--- src/rtl/cordic_arb_pkg.sv ---
// Shared types and constants for the CORDIC phase-engine arbiter.
package cordic_arb_pkg;

   typedef enum logic [1:0] {
      ST_IDLE   = 2'd0,
      ST_ISSUE  = 2'd1,
      ST_WAIT   = 2'd2,
      ST_OUTPUT = 2'd3
   } cordic_arb_state_e;

   localparam int DEF_BIT_WIDTH_IN  = 24;
   localparam int DEF_BIT_WIDTH_OUT = 26;

   // Width of a channel index; never below one bit.
   function automatic int ch_idx_w(input int n);
      return (n > 1) ? $clog2(n) : 1;
   endfunction

endpackage

--- src/rtl/rr_arbiter.sv ---
// Combinational round-robin pick: the lowest requester above the pointer
// wins, otherwise the lowest requester at or below it (wrap to 0).
module rr_arbiter
   import cordic_arb_pkg::*;
#(
   parameter int N_CH = 4
) (
   input  logic [N_CH-1:0]             req,
   input  logic [ch_idx_w(N_CH)-1:0]   ptr,
   output logic [N_CH-1:0]             gnt,
   output logic [ch_idx_w(N_CH)-1:0]   gnt_idx
);

   localparam int CH_W = ch_idx_w(N_CH);

   logic            hi_hit;
   logic            lo_hit;
   logic [CH_W-1:0] hi_idx;
   logic [CH_W-1:0] lo_idx;

   // Descending scan so the lowest matching index in each half is kept.
   always_comb begin
      hi_hit = 1'b0;
      lo_hit = 1'b0;
      hi_idx = '0;
      lo_idx = '0;
      for (int c = N_CH - 1; c >= 0; c--) begin
         if (req[c]) begin
            if (c > int'(ptr)) begin
               hi_hit = 1'b1;
               hi_idx = CH_W'(c);
            end else begin
               lo_hit = 1'b1;
               lo_idx = CH_W'(c);
            end
         end
      end
   end

   // Upper half has priority; expand the winner to a one-hot grant.
   always_comb begin
      gnt     = '0;
      gnt_idx = hi_hit ? hi_idx : lo_idx;
      if (hi_hit || lo_hit) begin
         gnt[gnt_idx] = 1'b1;
      end
   end

endmodule

--- src/rtl/cordic_arbiter.sv ---
// Round-robin scheduler sharing one CORDIC phase engine among N_CH channels.
// Optional watchdog on the engine wait: define CORDIC_ARB_TIMEOUT_EN.
module cordic_arbiter
   import cordic_arb_pkg::*;
#(
   parameter int N_CH           = 4,
   parameter int BIT_WIDTH_IN   = DEF_BIT_WIDTH_IN,
   parameter int BIT_WIDTH_OUT  = DEF_BIT_WIDTH_OUT,
   parameter int TIMEOUT_CYCLES = 64
) (
   input  logic                                  clk_i,
   input  logic                                  reset_ni,
   input  logic [N_CH-1:0]                       req_valid_i,
   output logic [N_CH-1:0]                       req_ready_o,
   input  logic [N_CH-1:0][BIT_WIDTH_IN-1:0]     req_sin_i,
   input  logic [N_CH-1:0][BIT_WIDTH_IN-1:0]     req_cos_i,
   output logic                                  cordic_start_o,
   output logic                                  cordic_reset_o,
   output logic signed [BIT_WIDTH_IN-1:0]        cordic_sin_o,
   output logic signed [BIT_WIDTH_IN-1:0]        cordic_cos_o,
   input  logic signed [BIT_WIDTH_OUT-1:0]       cordic_phi_i,
   input  logic                                  cordic_done_i,
   output logic                                  res_valid_o,
   input  logic                                  res_ready_i,
   output logic signed [BIT_WIDTH_OUT-1:0]       res_phi_o,
   output logic [ch_idx_w(N_CH)-1:0]             res_ch_o,
   output logic                                  timeout_o
);

   localparam int CH_W = ch_idx_w(N_CH);

   if (N_CH < 2 || TIMEOUT_CYCLES < 1) begin : g_bad_param
      $error("cordic_arbiter: N_CH must be >= 2 and TIMEOUT_CYCLES >= 1");
   end

   cordic_arb_state_e               state_q;
   cordic_arb_state_e               state_d;
   logic [CH_W-1:0]                 last_grant_q;
   logic [N_CH-1:0]                 gnt;
   logic [CH_W-1:0]                 gnt_idx;
   logic                            accept;
   logic                            done_take;
   logic signed [BIT_WIDTH_IN-1:0]  op_sin_p0;
   logic signed [BIT_WIDTH_IN-1:0]  op_cos_p0;
   logic [CH_W-1:0]                 res_ch_p0;
   logic signed [BIT_WIDTH_OUT-1:0] res_phi_p1;

   rr_arbiter #(.N_CH(N_CH)) u_rr (
      .req     (req_valid_i),
      .ptr     (last_grant_q),
      .gnt     (gnt),
      .gnt_idx (gnt_idx)
   );

`ifdef CORDIC_ARB_TIMEOUT_EN
   localparam int TO_W = $clog2(TIMEOUT_CYCLES + 1);

   logic [TO_W-1:0] wait_cnt_q;
   logic            timeout_hit;

   // Cycles spent in WAIT; cleared whenever the FSM is elsewhere.
   always_ff @(posedge clk_i or negedge reset_ni) begin
      if (!reset_ni) begin
         wait_cnt_q <= '0;
      end else if (state_q == ST_WAIT) begin
         wait_cnt_q <= wait_cnt_q + TO_W'(1);
      end else begin
         wait_cnt_q <= '0;
      end
   end

   // A done in the limit cycle takes precedence over the abort.
   always_comb begin
      timeout_hit = (state_q == ST_WAIT) && !cordic_done_i &&
                    (wait_cnt_q == TO_W'(TIMEOUT_CYCLES - 1));
   end

   assign timeout_o      = timeout_hit;
   assign cordic_reset_o = !reset_ni || timeout_hit;
`else
   assign timeout_o      = 1'b0;
   assign cordic_reset_o = !reset_ni;
`endif

   // Next-state logic: grant in IDLE, one start cycle, wait for done, hold result.
   always_comb begin
      state_d   = state_q;
      accept    = 1'b0;
      done_take = 1'b0;
      case (state_q)
         ST_IDLE: begin
            if (|gnt) begin
               accept  = 1'b1;
               state_d = ST_ISSUE;
            end
         end
         ST_ISSUE: state_d = ST_WAIT;
         ST_WAIT: begin
            if (cordic_done_i) begin
               done_take = 1'b1;
               state_d   = ST_OUTPUT;
            end
`ifdef CORDIC_ARB_TIMEOUT_EN
            else if (timeout_hit) begin
               state_d = ST_IDLE;
            end
`endif
         end
         ST_OUTPUT: begin
            if (res_ready_i) begin
               state_d = ST_IDLE;
            end
         end
         default: state_d = ST_IDLE;
      endcase
   end

   // State and round-robin pointer; pointer starts at the last channel so ch0 wins first.
   always_ff @(posedge clk_i or negedge reset_ni) begin
      if (!reset_ni) begin
         state_q      <= ST_IDLE;
         last_grant_q <= CH_W'(N_CH - 1);
      end else begin
         state_q <= state_d;
         if (accept) begin
            last_grant_q <= gnt_idx;
         end
      end
   end

   // Operand stage (p0) latched on grant; result stage (p1) latched on done.
   always_ff @(posedge clk_i or negedge reset_ni) begin
      if (!reset_ni) begin
         op_sin_p0  <= '0;
         op_cos_p0  <= '0;
         res_ch_p0  <= '0;
         res_phi_p1 <= '0;
      end else begin
         if (accept) begin
            op_sin_p0 <= $signed(req_sin_i[gnt_idx]);
            op_cos_p0 <= $signed(req_cos_i[gnt_idx]);
            res_ch_p0 <= gnt_idx;
         end
         if (done_take) begin
            res_phi_p1 <= cordic_phi_i;
         end
      end
   end

   assign req_ready_o    = (state_q == ST_IDLE && reset_ni) ? gnt : '0;
   assign cordic_start_o = (state_q == ST_ISSUE);
   assign cordic_sin_o   = op_sin_p0;
   assign cordic_cos_o   = op_cos_p0;
   assign res_valid_o    = (state_q == ST_OUTPUT);
   assign res_phi_o      = res_phi_p1;
   assign res_ch_o       = res_ch_p0;

endmodule

--- config.mk ---
export PLATFORM = sky130hd
export DESIGN_NAME = cordic_arbiter
export DESIGN_NICKNAME = d
export VERILOG_FILES = /design/src/rtl/cordic_arb_pkg.sv /design/src/rtl/rr_arbiter.sv /design/src/rtl/cordic_arbiter.sv
export SDC_FILE = /design/constraint.sdc
export NUM_CORES = 1
export LEC_CHECK = 0
export BUFFER_PORTS_ARGS = -buffer_cell sky130_fd_sc_hd__buf_2
export CAP_MARGIN = 20
export CORE_AREA = 2 2 119 121
export CTS_CLUSTER_DIAMETER = 100
export DETAILED_ROUTE_END_ITERATION = 16
export DIE_AREA = 0 0 121 123
export PLACE_DENSITY = 0.65
export SYNTH_ARGS = -nofsm -noshare
export SYNTH_HDL_FRONTEND = slang
export SYNTH_SLANG_ARGS = --single-unit
--- constraint.sdc ---
create_clock -name clk_i -period 4 [get_ports clk_i]
set_input_delay 0.4 -clock clk_i [delete_from_list [all_inputs] [get_ports clk_i]]
set_output_delay 0.4 -clock clk_i [all_outputs]
set_load 0.03 [all_outputs]
Word level (Yosys, flattened, before mapping):

Index checks and enable logic that the tools add are counted.

* register bits after elaboration: 80
* latch bits: 0
* memory bits (writable): 0
* ROM bits: 0
* input bits: 226
* output and inout bits: 84
* word-level logic and storage cells: 67
* memories: 0

* add/subtract/negate cells: 0
* $mul: 0
* divide/modulo/power cells: 0
* magnitude comparators: 5
* equality and inequality tests: 6
* shift-type cells: 0
* multiplexer cells: 43
* bitwise gates (word level): 0
* reduce and logical (&&, ||, !) cells: 7

Operator list (count)
* binary-select mux 24 bit (select 2 bit): 2
* 2-to-1 mux 24 bit: 2
* 2-to-1 mux 2 bit: 17
* 2-to-1 mux 1 bit: 18
* 2-to-1 mux 4 bit: 2
* one-hot mux 2 bit (4 select lines): 1
* == test 2 bit, second input constant: 2
* > comparator 2 bit, first input constant: 2
* inequality test 2 bit, second input constant: 2
* OR reduction 4 bit: 1
* < comparator 2 x 3 -> 1 bit, second input constant: 1
* AND reduction 3 bit: 1
* demux 1 bit (select 2 bit): 1
* == test 2 x 1 -> 1 bit, second input constant: 1
* >= comparator 2 x 1 -> 1 bit, second input constant: 1
* > comparator 1 x 2 -> 1 bit, first input constant: 1
* logical AND 1 bit: 2
* zero test 2 bit: 1
* inequality test 2 x 1 -> 1 bit, second input constant: 1
* zero test 1 bit: 1
* logical OR 1 bit: 1

Depth between registers and ports, before layout:

Gate-level depths: netlist of run 1.

* depth after elaboration: 17
* gate-level depth with buffers: 8
* depth with buffers taken out: 5

Modules after synthesis:

From an unflattened synthesis of run 1, not the netlist that was laid out.

* cells, all modules: 276
* area, all modules: 4455.5 um^2

By module, submodules not included
* cordic_arbiter: instances 1, cells each 249, area each 4297.9 um^2, seq. area each 2004.4 um^2
* rr_arbiter: instances 1, cells each 27, area each 157.7 um^2, seq. area each 0.0 um^2

Least setup slack after synthesis of run 1:

OpenSTA, ideal clock, no wires.

* path type: register to output
* from: register state_q[0]
* to: output req_ready_o[0]
* arrival: 1.774 ns
* required time: 3.600 ns
* slack: 1.826 ns
* stages on the path, launching flop included: 8
* buffers on the path: 2
* cells stage by stage: dfrtp_1 inv_1 ha_1 o31a_1 clkbuf_1 buf_2 nand2_1 nor2_1

* word-level cells in the longest chain between the ends: 3

Ends and longest elaborated chain
* from (decl): RTL line cordic_arbiter.sv:36 `cordic_arb_state_e state_q;`
* from (signal assigned): RTL line cordic_arbiter.sv:124 `state_q <= state_d;`
* zero test 2 bit: RTL line cordic_arbiter.sv:150 `assign req_ready_o = (state_q == ST_IDLE && reset_ni) ? gnt : '0;`
* logical AND 1 bit: RTL line cordic_arbiter.sv:150
* 2-to-1 mux 4 bit: RTL line cordic_arbiter.sv:150
* to (decl): RTL line cordic_arbiter.sv:14 `output logic [N_CH-1:0] req_ready_o,`

No other way between the ends.

Worst setup path in the final report of run 1:

* from: register state_q[0]
* to: output req_ready_o[1]

The elaborated chain is that of the path after synthesis.

==> results of run 1 <==
==> layout by cell type, fill, tap and decap left out, drive strengths merged <==
| master | netlist | final |
|---|---|---|
| a211oi | 2 | 2 |
| a21o | 1 | 1 |
| a21oi | 3 | 3 |
| a221o | 1 | 1 |
| a221oi | 48 | 48 |
| a222oi | 1 | 1 |
| a311o | 1 | 1 |
| a31oi | 48 | 48 |
| and2 | 48 | 48 |
| and3 | 2 | 2 |
| buf | 27 | 322 |
| bufinv | 0 | 2 |
| clkbuf | 27 | 9 |
| clkinv | 0 | 3 |
| conb | 1 | 1 |
| dfrtp | 78 | 78 |
| dfstp | 2 | 2 |
| ha | 5 | 5 |
| inv | 9 | 11 |
| mux2 | 27 | 27 |
| mux2i | 1 | 1 |
| nand2 | 10 | 10 |
| nand2b | 3 | 3 |
| nand3 | 48 | 48 |
| nor2 | 57 | 57 |
| nor3 | 3 | 3 |
| o2111ai | 1 | 1 |
| o21a | 1 | 1 |
| o21ai | 50 | 50 |
| o31a | 1 | 1 |
| o31ai | 1 | 1 |
| or2 | 1 | 1 |
==> power by group through the flow <==
| stage | Combinational, W | Clock (W) | Sequential (W) |
|---|---|---|---|
| 3_3_place_gp | 0.00299 | 0 | 0.00146 |
| 4_1_cts | 0.00301 | 0.000953 | 0.00147 |
| 5_1_grt | 0.00323 | 0.000985 | 0.00152 |
| 2_1_floorplan | 0.00138 | 0 | 0.00224 |
| 3_5_place_dp | 0.00301 | 0 | 0.00148 |
| 6_report | 0.00299 | 0.000940 | 0.00147 |
==> stage by stage <==
stage                     instances  power (W)  worst slack (ns)  area [um2]  hold slack (ns)
after global routing            972    0.00573             0.769        6650           0.0766
after global placement          956    0.00446              1.33        6310            0.419
after detailed placement        956    0.00450              1.29        6310            0.415
after CTS                       972    0.00544             0.926        6650           0.0529
final                           972    0.00540             0.937        6650           0.0376
after floorplan                 508    0.00361              1.83        4720            0.104
==> worst paths after layout <==
check	start	endpoint	slack [ns]	depth (start not counted)
min	reset_ni	res_phi_o[16]	0.04	1
max in group asynchronous	reset_ni	cordic_cos_o[14]	3.00	2
min in group clk_i	cordic_phi_i[12]	res_phi_o[12]	0.30	2
max reg2reg	last_grant_q[0]	cordic_cos_o[3]	1.78	5
min reg2reg	res_phi_o[17]	res_phi_o[17]	0.50	1
max	state_q[0]	req_ready_o[1]	0.94	7
==> worst reg2reg max path, cell delays in order (launching register included) <==
cell	delay, ns
dfstp_2	0.57
nand2b_1	0.17
a311o_2	0.71
buf_4	0.37
a221oi_1	0.11
a31oi_1	0.21
==> layout make-up <==
type                       instances  area [um2]
clock buffer                       9         225
clock inverter                     7         114
fill                            1345        6970
inverter                           9        33.8
multi-input combinational        365        2390
sequential                        80        2000
tap                              180         225
timing repair buffer             322        1650
==> cell families after synthesis <==
group / count (synthesis) / synth area share [%]
flip-flops: 80 / 42.4
buffers and inverters: 63 / 7.31
AO/OA/AOI/OAI: 159 / 24.3
other: 1 / 0.0794
adder cells (fa/ha/maj): 5 / 1.32
AND/OR/NAND/NOR: 172 / 17.9
multiplexers: 28 / 6.65
==> sequential cells by signal, summed over array words and instances, names as in the netlist <==
register	cells
res_phi_o	26
res_ch_o	2
cordic_sin_o	24
last_grant_q	2
cordic_cos_o	24
state_q	2
==> per-layer routing <==
metal	vias to the layer above	wire (um)	track usage (%)
met3	23	1390	5.17
met1	2454	7060	27.1
met2	246	8680	40.4
met5	-	0	0
met4	0	329	6.90
li1	2430	-	-
==> summary.txt, run 1 <==
Route
  • Detailed-route via count: just over 5000
  • Post-route ant nets: 0
  • Vias per Instance: 5.30
  • Initial DRC count: between 200 and 300
  • WL per Instance: 18.0 um
  • Detailed Routing Iterations Pass 1: 5
  • Routed WL: approximately 17000 um
  • DRC: 0

STA
  • Min Tclk post-route: around 3.1 ns
  • RSZ-0062 raised after global routing: no
  • Setup TNS: 0 ns
  • Clk_skew: ~0.014 ns
  • Final hold violations: 0
  • Worst-Margin Slew: between 1 and 1.5 ns
  • Achievable frequency: between 0.3 and 0.4 GHz
  • Slew headroom: a little over a quarter
  • Final max-slew violation count: 0
  • # setup viols final: 0
  • Final worst path period share: roughly 77%

Die
  • Die Wd: roughly 120 um
  • Die area: approximately 15000 um2
  • Starting Density: 34.7%
  • Die Y: between 100 and 150 um
  • Num ports: a little over 300
  • Cell Rows: 43
  • Std-Cell Core Area: 13600 um2

GRT
  • Initial antenna violation count: 0
  • First-pass GRT wire length: 26400 um
  • Largest net degree at the start of global routing: 44
  • Total GRT Usage: ~23%
  • Vias in the first global route: around 5000
  • Total gr overflow: 0

Placed design
  • Final GP Congestion: ~0.84
  • Detail Placement HPWL: 13000 um
  • I/O Buffers: 308

Yosys
  • Register area share after synthesis: between 40% and 50%
  • Area leader, netlist: dfrtp_1
  • Main synth FF type: dfrtp_1
  • Mapped Cells: 508
  • #FFs+latches synth: 80
  • Largest cells by area after synthesis: dfrtp_1, a221oi_1, mux2_2
  • Synthesized area: around 4700 um2
  • Post-synth EDFFs: 0
  • Count leader, synth: dfrtp_1
  • Count of cell types in the netlist: 35
  • Synth top area share: between 40% and 50%
  • Synth cell count leaders: dfrtp_1, nor2_1, o21ai_0
  • Syn. warnings: 0
  • Async SR Flop Fraction: 100%
  • Avg Inst Size Synth: between 9 and 10 um2
  • Post-Syn Nets: about 740

Power
  • Power Density: 813 nW/um2
  • Seq pwr share: a little over a quarter
  • Leakage: about 3.2 nW
  • Sw Ratio: approximately 48%
  • Psw: roughly 0.0026 W
  • Clock share of power: approximately 17%
  • Power Internal: around 0.0028 W
  • Peak supply drop: between 0.3 and 0.4 mV
  • Part of the power in combinational logic: roughly 55%

Finish
  • # diodes: 0
  • Layout cells sized above 1: 48.2%
  • End-of-flow core utilization: about half
  • Area growth, synth to finish: 40.7%
  • Layout Nets: between 1000 and 1500

Clock tree
  • Cts hold-fix bufs: 0
  • Clk buf depth: 2
  • Clock transition at the registers of the reported paths: about 0.07 ns
  • Clock tree sinks: 80
  • Clk_lat worst skew: 0.34 ns
  • CTS tree: yes
  • CTS Buf Count: 9
  • Post-cts sizing count: 0
  • Number of setup buffers added after CTS: 0
  • Htree depth: 3
  • CTS Root Cell: clkbuf_16

Worst setup path
  • Worst setup SP type: flop
  • Top Family by Delay on Critical Path: buffers and inverters
  • CP max FO: 29
  • Crit-path max cell delay: between 0.5 and 0.6 ns
  • Buf+Inv Stages, Crit Path: 3
  • CP arrival: ~2.7 ns
  • Crit path cell chain: inv_1 -> ha_1 -> o31a_2 -> buf_4 -> nand2_1 -> nor2_1 -> buf_2
  • Critical path type: reg2out
  • Critical-path top delay cell: o31a_2
  • Worst EP required: about 3.6 ns
  • CP Capture Type: output pin

Run
  • Max Cap Viol: 0

Outcome
  • Status: finished clean

Min path
  • HP Class: in2async
Power figures use the tool's default switching activity.
==> inputs of run 2 (changes only) <==
Settings changed: CORE_AREA 2 2 119 121 to 2 2 121 123, DIE_AREA 0 0 121 123 to 0 0 123 125, PLACE_DENSITY 0.65 to 0.63.
Clock period 4 ns to 3 ns, I/O delays scaled along.
==> run 2 against run 1 <==
  * Total power is 32% higher
  * Sequential power is 33% higher
  * Combinational power is 34% higher
  * Sequential share of layout area is 0.057 points lower
  * Core utilization is 1.9 points lower
  * Die area is 3.3% higher
  * Wire length is 1.1% higher
  * First-iteration DRC count is 16% higher
  * Global-route usage is 0.18 points lower
  * Clock skew is 0.0046 ns lower
  * Clock-buffer cell count stayed put
  * Critical path type unchanged
==> summary.txt, run 2 (synthesis results as in run 1) <==
Outcome
  • Status: finished clean

Finish
  • Most frequent cells in the layout: buf_2, dfrtp_1, nor2_1
  • Layout Nets: between 1000 and 1500
  • Max reg flops: 26
  • Layout cells sized above 1: 48.3%
  • # diodes: 0
  • Commonest non-fill, non-tap cell in the layout: buf_2
  • End-of-flow core utilization: about 47%
  • Design area: around 6700 um2
  • Area growth, synth to finish: 40.9%

Run
  • Max Cap Viol: 0

GRT
  • Total gr overflow: 0
  • Largest net degree at the start of global routing: 54
  • Vias in the first global route: just over 5000
  • Total GRT Usage: 22.4%
  • Initial antenna violation count: 1
  • First-pass GRT wire length: about 27000 um

Clock tree
  • CTS Buf Count: 9
  • Clock transition at the registers of the reported paths: approximately 0.070 ns
  • CTS tree: yes
  • Htree depth: 3
  • Number of setup buffers added after CTS: 0
  • CTS Root Cell: clkbuf_16
  • Clk buf depth: 2
  • Clock tree sinks: 80
  • Clk_lat worst skew: 0.34 ns

Die
  • Cell Rows: between 40 and 50
  • Num ports: 310
  • Die Y: 125 um
  • Die area: 15400 um2
  • Die Wd: 123 um
  • Std-Cell Core Area: roughly 14000 um2
  • Starting Density: ~33%

Worst setup path
  • Worst EP required: between 2 and 3 ns
  • Worst reg2reg path depth: 5
  • End point of the critical path: req_ready_o[0]
  • Worst Setup SP: last_grant_q[0]
  • CP Capture Type: output pin
  • Worst setup SP type: flop
  • Critical path type: reg2out
  • FF-to-FF End: cordic_sin_o[2]
  • CP arrival: between 2 and 2.5 ns
  • CP max FO: 25
  • Reg-to-Reg Start: last_grant_q[0]
  • Reg2reg setup slack: between 0.7 and 0.8 ns

Power
  • Part of the power in combinational logic: 56.4%
  • Psw: around 0.0035 W
  • Peak supply drop: 0.455 mV
  • Leakage: 3.15 nW
  • Clock share of power: 16.2%
  • Seq pwr share: a little over a quarter
  • Sw Ratio: 48.8%
  • Power Internal: 0.00365 W
  • Power Density: about 1100 nW/um2

Route
  • Detailed-route via count: 5166
  • Routed WL: between 15000 and 20000 um
  • Post-route ant nets: 0
  • Vias per Instance: 5.28
  • DRC: 0
  • WL per Instance: ~18 um
  • Detailed Routing Iterations Pass 1: 5
  • Initial DRC count: just under 300

Min path
  • HP Class: in2reg

STA
  • Worst-Margin Slew: 0.981 ns
  • # setup viols final: 0
  • Min Tclk post-route: ~2.7 ns
  • Clk_skew: 0.00936 ns
  • Final max-slew violation count: 0
  • Final hold violations: 0
  • Final worst path period share: 90.9%
  • Setup TNS: 0 ns
  • Final Worst Setup Slack: about 0.27 ns
  • RSZ-0062 raised after global routing: no
  • Slew headroom: about 35%
  • Achievable frequency: ~0.37 GHz

Placed design
  • DP Area: about 6300 um2
  • Final GP Congestion: 0.800
  • I/O Buffers: approximately 310
  • Post-place setup slack: ~0.65 ns
  • Detail Placement HPWL: 12900 um
==> run 2: changes by cell type in the layout (fill, tap and decap cells not counted), sizes merged <==
cell	delta
bufinv	-1
clkinv	-2
dlygate4sd3	+1
clkinvlp	+1
buf	+2
inv	+2
==> run 2: worst min path at each step <==
stage	from	slack (ns)	endpoint	depth (start not counted)
2_1_floorplan	reset_ni	0.004	cordic_cos_o[0]	0
3_3_place_gp	reset_ni	0.27	res_phi_o[19]	1
3_5_place_dp	reset_ni	0.27	cordic_sin_o[16]	1
4_1_cts	cordic_phi_i[17]	0.17	res_phi_o[17]	2
5_1_grt	cordic_phi_i[13]	0.17	res_phi_o[13]	2
6_report	cordic_phi_i[17]	0.18	res_phi_o[17]	2
==> run 2: final cells by class <==
class                      count  area [um2]
tap                          184         230
fill                        1430        7550
multi-input combinational    365        2390
inverter                       9        33.8
timing repair buffer         325        1690
clock inverter                 7        83.8
sequential                    80        2000
clock buffer                   9         225
==> run 2: layer usage <==
layer	vias to the layer above	track usage, %	part of all wire [%]
met4	2	6.68	1.4
met1	2443	26.1	39
met5	-	0	0.040
li1	2446	-	-
met2	253	40.3	50
met3	22	5.52	9.0
==> run 2: power by group through the flow <==
stage          Clock (W)  Sequential [W]  Combinational [W]
6_report         0.00116         0.00195            0.00402
5_1_grt          0.00125         0.00202            0.00433
4_1_cts          0.00119         0.00195            0.00404
3_5_place_dp           0         0.00197            0.00404
3_3_place_gp           0         0.00194            0.00402
2_1_floorplan          0         0.00298            0.00183
==> run 2: worst max-delay path: stages, from the launching register on <==
cell,delay [ns]
dfstp_2,0.55
nand2b_1,0.17
and3_1,0.83
nor2_1,0.11
nor2_1,0.19
buf_2,0.23
==> run 2: metrics by stage <==
stage,std cells,hold slack [ns],power (W)
2_1_floorplan,508,0.00441,0.00482
3_3_place_gp,962,0.273,0.00596
3_5_place_dp,962,0.272,0.00601
4_1_cts,979,0.172,0.00718
5_1_grt,979,0.168,0.00760
6_report,979,0.183,0.00712
==> run 2: timing repair <==
action	in CTS	in global routing
endpoints found under the hold margin	26	0
hold buffers	1	0
gates resized for setup	0	0
==> inputs of run 3 (changes only) <==
Settings changed: CORE_AREA 2 2 121 123 to 2 2 119 121, DIE_AREA 0 0 123 125 to 0 0 121 123, SYNTH_HIERARCHICAL set to 1.
==> run 3 against run 2 <==
  * Worst setup slack better by 0.25 ns
  * Wire length decreased by 26%
  * Core utilization grew 1.0 points
  * Critical endpoint is now cordic_sin_o[10]
  * Largest cell class unchanged
==> summary.txt, run 3 <==
Finish
  • Layout Nets: 816
  • Area growth, synth to finish: 46.4%
  • End-of-flow core utilization: 47.9%
  • Most frequent cells in the layout: buf_2, mux2_2, dfrtp_1
  • Commonest non-fill, non-tap cell in the layout: buf_2
  • Max reg flops: 26
  • Layout cells sized above 1: between 70% and 80%
  • Design area: between 6000 and 7000 um2

Die
  • Num ports: between 300 and 400
  • Std-Cell Core Area: roughly 14000 um2
  • Die area: 14900 um2
  • Die Wd: about 120 um
  • Die Y: 123 um
  • Starting Density: around a third
  • Cell Rows: 43

Min path
  • Hold Crit Start: cordic_phi_i[23]
  • HP Class: in2reg

Yosys
  • Mapped Cells: approximately 280
  • Count of cell types in the netlist: 29
  • Async SR Flop Fraction: 100%
  • Largest cells by area after synthesis: dfrtp_1, mux4_2, mux2_2
  • Synth top area share: a little over two fifths
  • Main synth FF type: dfrtp_1
  • Synthesized area: 4460 um2
  • Avg Inst Size Synth: between 15 and 20 um2
  • Syn. warnings: 6
  • Register area share after synthesis: 45.0%
  • #FFs+latches synth: 80
  • Synth cell count leaders: mux2_2, dfrtp_1, mux4_2, buf_6, inv_1
  • Post-synth EDFFs: 0
  • Area leader, netlist: dfrtp_1
  • Post-Syn Nets: 507
  • Count leader, synth: mux2_2

STA
  • Final worst path period share: just over 80%
  • Setup TNS: 0 ns
  • Achievable frequency: between 0.4 and 0.5 GHz
  • # setup viols final: 0
  • Final max-slew violation count: 0
  • Min Tclk post-route: 2.48 ns
  • RSZ-0062 raised after global routing: no
  • Clk_skew: 0.00829 ns
  • Final hold violations: 0
  • Worst-Margin Slew: roughly 0.57 ns
  • Slew headroom: 61.9%

Clock tree
  • Clock tree sinks: 80
  • CTS tree: yes
  • Post-cts sizing count: 0
  • Clk buf depth: 2
  • CTS Root Cell: clkbuf_16
  • CTS Buf Count: 9
  • Clk_lat worst skew: around 0.34 ns
  • Clock transition at the registers of the reported paths: ~0.07 ns
  • Htree depth: 3

Placed design
  • DP Area: about 6200 um2
  • Detail Placement HPWL: 10600 um
  • I/O Buffers: ~310
  • Final GP Congestion: roughly 0.76

GRT
  • Initial antenna violation count: 2
  • First-pass GRT wire length: about 19000 um
  • Total gr overflow: 0
  • Vias in the first global route: 3893
  • Largest net degree at the start of global routing: between 40 and 50
  • Total GRT Usage: between 10% and 20%

Worst setup path
  • Reg-to-Reg Start: last_grant_q[0]
  • Worst EP required: about 3.2 ns
  • Worst setup SP type: flop
  • CP Capture Type: flop
  • CP max FO: 20
  • CP arrival: around 2.7 ns
  • Worst Setup SP: last_grant_q[0]
  • Critical path type: reg2reg

Outcome
  • Status: finished clean

Route
  • DRC: 0
  • Detailed Routing Iterations Pass 1: 5
  • Detailed-route via count: approximately 3800
  • Initial DRC count: 128
  • Routed WL: around 13000 um
  • Post-route ant nets: 0
  • Vias per Instance: a little under 5
  • WL per Instance: 16.9 um

Run
  • Max Cap Viol: 0

Power
  • Power Density: roughly 1100 nW/um2
  • Peak supply drop: about 0.46 mV
  • Leakage: approximately 3.2 nW
## run 3: cell count changes in the layout (fill, tap and decap cells not counted), sizes merged, moves of 3 or more
cell	before	now
a221oi	48	0
a31oi	48	0
and2	48	0
buf	324	319
inv	13	8
mux2	27	79
mux4	0	48
nand2	10	3
nand3	48	0
nor2	57	5
nor3	3	0
o21ai	50	1
## run 3: cell families after synthesis
logic type,count (synthesis),share of synthesized area (%)
adders and majority gates,5,1.40
and+or+nand+nor,20,2.50
muxes,128,44.5
buffers and inverters,30,4.66
other,1,0.0842
AOI/OAI and AO/OA,12,1.91
DFF,80,45.0
## run 3: path summary, 6_finish.rpt
path | to | slack [ns] | cells after the start
setup / recovery | cordic_sin_o[10] | 0.52 | 6
hold / removal | res_phi_o[23] | 0.19 | 2
setup reg to reg | cordic_sin_o[10] | 0.52 | 6
hold reg to reg | res_phi_o[25] | 0.50 | 1
max in group asynchronous | cordic_cos_o[6] | 1.54 | 3
min in group asynchronous | cordic_sin_o[1] | 0.49 | 2
## run 3: where the power goes
group / switching (W) / total (W) / internal, W
sequential: 0.000306 / 0.00197 / 0.00167
combinational: 0.00227 / 0.00414 / 0.00187
clock: 0.000443 / 0.00117 / 0.000728
total: 0.00302 / 0.00728 / 0.00426
## run 3: final cells by class
| cell class | count | area, um2 |
|---|---|---|
| fillers | 1258 | 7090 |
| multi-input cells | 166 | 2270 |
| flip-flops and latches | 80 | 2000 |
| repair buffers | 320 | 1660 |
| clock buffers | 9 | 225 |
| well taps | 180 | 225 |
| clock inverters | 7 | 96.3 |
| inverters | 8 | 30.0 |
| diodes | 2 | 5.00 |
## run 3: what timing repair did
item / in CTS / in global routing
setup buffers: 0 / 0
hold endpoints to repair: 33 / 0
hold buffers: 1 / 0
## run 3: critical path, cell delays in order, from the launching register on
cell and delay (ns):
dfstp_2 0.58, nand2b_2 0.17, nand2_1 0.07, a221o_4 0.60
buf_12 0.24, mux4_2 0.43, mux2_2 0.27
## run 3: metrics by stage
stage	hold slack [ns]	setup slack (ns)	power [W]	cells
floorplan	0.00441	0.819	0.00509	276
global placement	0.317	0.553	0.00607	753
CTS	0.176	0.489	0.00738	770
finish	0.192	0.523	0.00728	772
detailed placement	0.317	0.500	0.00618	753
global route	0.177	0.402	0.00771	772
## run 3: routing by layer
layer	GRT usage [%]	routed length, um
met5	0	0
met4	6.54	226
met3	4.24	1030
met2	29.2	6730
met1	20.9	5070
